**src/rtl/dac_spi_pkg.sv**
```systemverilog
// dac_spi_pkg: shared FSM state type and frame constants for the DAC SPI serializer.
package dac_spi_pkg;
    typedef enum logic [1:0] {IDLE, SHIFT, GAP} state_t;
    localparam logic [1:0] FRAME_PAD = 2'b00;
    localparam logic [1:0] PD_NORMAL = 2'b00;
    localparam logic [1:0] PD_1K     = 2'b01;
    localparam logic [1:0] PD_100K   = 2'b10;
    localparam logic [1:0] PD_HIZ    = 2'b11;
endpackage

```
**src/rtl/dac_sclk_divider.sv**
```systemverilog
// dac_sclk_divider: pulses tick every CLK_DIV cycles; clear restarts the half-period.
module dac_sclk_divider #(
    parameter int CLK_DIV = 4
) (
    input  logic Clk,
    input  logic Rst,
    input  logic clear,
    output logic tick
);
    localparam int CW = CLK_DIV > 1 ? $clog2(CLK_DIV) : 1;
    logic [CW-1:0] cnt_q, cnt_d;
    assign tick  = cnt_q == CW'(CLK_DIV - 1);
    assign cnt_d = (clear || tick) ? '0 : cnt_q + 1'b1;
    always_ff @(posedge Clk or negedge Rst) begin
        if (!Rst) cnt_q <= '0;
        else      cnt_q <= cnt_d;
    end
endmodule

```
**src/rtl/dac_spi_serializer.sv**
```systemverilog
// dac_spi_serializer: shifts each accepted sample out as one SYNC/SCLK/DIN frame.
// Define DAC_TWOS_COMP_EN to accept two's-complement samples (MSB inverted to offset binary).
module dac_spi_serializer
    import dac_spi_pkg::*;
#(
    parameter int DATA_W   = 12,
    parameter int CLK_DIV  = 4,
    parameter int SYNC_GAP = 2
) (
    input  logic              Clk,
    input  logic              Rst,
    input  logic [DATA_W-1:0] data,
    input  logic              data_valid,
    output logic              data_ready,
    input  logic [1:0]        pd_mode,
    output logic              sclk,
    output logic              sync_n,
    output logic              sdin,
    output logic              busy
);
    localparam int FRAME_W = DATA_W + 4;
    localparam int CNT_W   = $clog2((FRAME_W > SYNC_GAP ? FRAME_W : SYNC_GAP) + 1);
    state_t             state_q, state_d;
    logic [FRAME_W-1:0] shreg_q, shreg_d;
    logic [CNT_W-1:0]   cnt_q, cnt_d;
    logic               sclk_q, sclk_d, sync_n_q, sync_n_d, busy_q, ready_q;
    logic               tick, accept;
    logic [DATA_W-1:0]  code;
`ifdef DAC_TWOS_COMP_EN
    assign code = {~data[DATA_W-1], data[DATA_W-2:0]};
`else
    assign code = data;
`endif
    assign accept = ready_q && data_valid;
    dac_sclk_divider #(.CLK_DIV(CLK_DIV)) u_div (
        .Clk  (Clk),
        .Rst  (Rst),
        .clear(accept),
        .tick (tick)
    );
    // sdin is the shift register MSB; shifting on every rising sclk leaves it 0 after the last bit
    always_comb begin
        state_d  = state_q;
        shreg_d  = shreg_q;
        cnt_d    = cnt_q;
        sclk_d   = sclk_q;
        sync_n_d = sync_n_q;
        case (state_q)
            IDLE: if (accept) begin
                state_d  = SHIFT;
                shreg_d  = {FRAME_PAD, pd_mode, code};
                cnt_d    = '0;
                sclk_d   = 1'b1;
                sync_n_d = 1'b0;
            end
            SHIFT: if (tick) begin
                sclk_d = ~sclk_q;
                if (!sclk_q) begin
                    shreg_d = shreg_q << 1;
                    cnt_d   = cnt_q == CNT_W'(FRAME_W - 1) ? '0 : cnt_q + 1'b1;
                    if (cnt_q == CNT_W'(FRAME_W - 1)) begin
                        state_d  = GAP;
                        sync_n_d = 1'b1;
                    end
                end
            end
            GAP: begin
                state_d = cnt_q == CNT_W'(SYNC_GAP - 1) ? IDLE : GAP;
                cnt_d   = cnt_q + 1'b1;
            end
            default: state_d = IDLE;
        endcase
    end
    always_ff @(posedge Clk or negedge Rst) begin
        if (!Rst) begin
            state_q  <= IDLE;
            shreg_q  <= '0;
            cnt_q    <= '0;
            sclk_q   <= 1'b1;
            sync_n_q <= 1'b1;
            busy_q   <= 1'b0;
            ready_q  <= 1'b0;
        end else begin
            state_q  <= state_d;
            shreg_q  <= shreg_d;
            cnt_q    <= cnt_d;
            sclk_q   <= sclk_d;
            sync_n_q <= sync_n_d;
            busy_q   <= state_d != IDLE;
            ready_q  <= state_d == IDLE;
        end
    end
    assign sclk       = sclk_q;
    assign sync_n     = sync_n_q;
    assign sdin       = shreg_q[FRAME_W-1];
    assign busy       = busy_q;
    assign data_ready = ready_q;
endmodule

```
**config.mk**
```make
export PLATFORM = sky130hd
export DESIGN_NAME = dac_spi_serializer
export DESIGN_NICKNAME = d
export VERILOG_FILES = /design/src/rtl/dac_spi_pkg.sv /design/src/rtl/dac_sclk_divider.sv /design/src/rtl/dac_spi_serializer.sv
export SDC_FILE = /design/constraint.sdc
export NUM_CORES = 1
export LEC_CHECK = 0
export ABC_AREA = 1
export CAP_MARGIN = 40
export CORE_MARGIN = 8
export CORE_UTILIZATION = 34
export DETAILED_ROUTE_END_ITERATION = 6
export GPL_TIMING_DRIVEN = 0
export HOLD_SLACK_MARGIN = 0.1
export SLEW_MARGIN = 40
export SYNTH_ARGS = -nofsm -noshare
export SYNTH_HDL_FRONTEND = slang
export SYNTH_SLANG_ARGS = --single-unit
```
**constraint.sdc**
```tcl
create_clock -name Clk -period 4.45 [get_ports Clk]
set_input_delay 0.445 -clock Clk [delete_from_list [all_inputs] [get_ports Clk]]
set_output_delay 0.445 -clock Clk [all_outputs]
set_load 0.005 [all_outputs]
```
==> results.txt <==
Post-synth EDFFs = 0
top cells by count, synth = 44 x nand2_1, 27 x dfrtp_1, 18 x inv_1
Yosys top cell by area = dfrtp_1
antenna violations before repair = 0
count leader, synth = nand2_1
Routed Antenna Nets = 0
multiplexer share of the synthesized area = 0.08462
Top-Level Pins = 22
PortBufs = 21
share of cells above drive strength 1 = 0.1495
post-route minimum period = 1.765 ns
GRT overflow = 0
vias in the first global route = 1152
setup skew after layout = 0.004973 ns
post-synthesis adder-cell area fraction = 0.07323
# rows = 24
Synth warnings = 0
Clock Path Buffers = 2
fin crit share = 0.3966
simple-gate area share of the yosys netlist = 0.1660
VDD IR-drop max = 171.6 uV
Tightest Pin Transition = 0.6433 ns
Cell Chain, Critical Path = clkdlybuf4s50_1
dpl cell area = 1808 um2
Post-CTS Setup Bufs = 0
vias after detailed routing = 1118
Worst setup SP type = flip-flop
Worst setup EP type = primary output
worst slack at placement = 2.649 ns
leak pwr = 0.9405 nW
WL/cell = 12.04 um
clock-pin slew on the worst setup and hold paths = 0.06 ns
CTS-repair resized insts = 0
worst-path maximum fanout = 2
Starting DRT DRC Count = 54
gpl congestion = 0.8206
Initial Util = 0.3532
Syn Nets = 191
final worst-path setup slack = 2.685 ns
Worst slew margin = 0.5711
Design Area, Final = 1909 um2
Top delay family on crit path = flip-flops
Num CTS Buffers = 5
Crit-path slowest cell = dfstp_2
synthesized area = 1538 um2
ys flop type = dfrtp_1
register area share after synthesis = 0.4736
Crit path largest cell delay = 0.53 ns
Syn Area/Cell = 9.320 um2
Required @ worst endpoint = 4.01 ns
# DRC = 0
post-layout net count = 219
Synth top area share = 0.4394
run status = finished, final reports clean
CTS tree = done
Die Width = 83.25 um
Yosys reg bits = 29
WP data arrival = 1.32 ns
largest net degree at the start of global routing = 30
XOR/XNOR share of the synthesized area = 0.005696
clock sinks = 29
Mapped Cells = 165
max-slew violation count = 0
overall routing resource usage = 0.09228
largest family of logic cells by synthesized area = simple AND/OR/NAND/NOR gates
Core Footprint = 4354 um2
Detailed Place HPWL = 2.162 mm
endpoints failing setup = 0
Layout area overhead = 24.17%
pwr dens = 635.7 nW/um2
Max-Cap Viols = 0
total negative slack = 0 ns
Buf+Inv Stages, Crit Path = 1
WS Path Type = reg -> out
Compound-Gate Fraction of Synth Area = 0.1188
first-pass GRT wire length = 5.278 mm
die extent in y = 83.25 um
Die Area = 6931 um2
Synth async-reset ratio = 1.000
RSZ-0062 raised after global routing = false
Hold WC Path Type = in -> async
Synth cell types = 23
clock tree root driver cell = clkbuf_8
Hold Slack = 0.1865 ns
hold_buf cts = 0
Hold Fails Final Rpt = 0
total wire length = 2.962 mm
top cells by area, synth = dfrtp_1 44%, nand2_1 11%, mux2i_1 8.5%, ha_1 7.3%, o21ai_2 5.7%
DR pass1 iterations = 4
Via density = 4.545
ANT cells = 0
clk_lat worst skew = 0.28 ns
H-tree depth = 2
Max Freq = 566.6 MHz
## metrics by stage
stage                     utilization  total power, mW  cells
after floorplan                     -           0.8347    165
after detailed placement       0.4152           0.9919    238
final                          0.4385            1.214    246
after global routing           0.4385            1.333    246
after global placement         0.4164           0.9825    238
after CTS                      0.4385            1.235    246
## cell usage in the layout, fill, tap and decap left out, types with 4 or more instances in the layout
master / Yosys / final
nor2_1: 4 / 4
nand3_1: 8 / 8
mux2i_1: 13 / 13
dfrtp_1: 27 / 27
o21ai_2: 10 / 10
inv_1: 18 / 18
nand2_1: 44 / 44
clkbuf_8: 0 / 7
clkdlybuf4s50_1: 0 / 20
ha_1: 9 / 9
o21ai_0: 11 / 11
## final timing paths
| path | end | from | slack [ns] | depth (start not counted) |
|---|---|---|---|---|
| setup reg to reg | cnt_q[1]$_DFFE_PN0P_ | cnt_q[0]$_DFFE_PN0P_ | 2.77 | 9 |
| hold reg to reg | u_div.cnt_q[0]$_DFF_PN0_ | u_div.cnt_q[0]$_DFF_PN0_ | 0.44 | 1 |
| max in group asynchronous | shreg_q[1]$_DFFE_PN0P_ | Rst | 3.85 | 1 |
| min in group Clk | u_div.cnt_q[0]$_DFF_PN0_ | u_div.cnt_q[0]$_DFF_PN0_ | 0.44 | 1 |
| setup / recovery | sync_n | sync_n$_DFFE_PN1P_ | 2.69 | 1 |
| hold / removal | shreg_q[10]$_DFFE_PN0P_ | Rst | 0.19 | 1 |
## per-layer routing
| layer | routed length [um] | GRT usage | part of all wire |
|---|---|---|---|
| met5 | 0 | 0 | 0 |
| met4 | 62 | 0.04792 | 0.021 |
| met3 | 167 | 0.03613 | 0.056 |
| met2 | 1359 | 0.1372 | 0.46 |
| met1 | 1373 | 0.1119 | 0.46 |
## cell families after synthesis
group,count (synthesis)
compound gates,28
xor+xnor,1
fa+ha+maj,9
buf+inv,24
flops,29
mux,13
simple gates,61
## sequential cells by signal, indices dropped and copies added (netlist names)
register     flops
sync_n           1
state_q          2
u_div.cnt_q      2
sclk             1
data_ready       1
cnt_q            5
busy             1
shreg_q         16
## final cells by class
class | instances | area, um2
timing repair buffer | 21 | 205.2
fill | 440 | 2445
buffer | 5 | 48.80
tap | 52 | 65.06
clock buffer | 7 | 96.34
clock inverter | 1 | 5.005
sequential | 29 | 728.2
multi-input combinational | 112 | 689.4
inverter | 19 | 71.32
## power breakdown
part           total, mW  leakage (nW)  switching, mW  internal (mW)
registers          0.428         0.369         0.0556          0.372
logic              0.548         0.517          0.300          0.248
clock network      0.238        0.0542         0.0981          0.139
No activity file was read; power rests on OpenSTA's default activity.
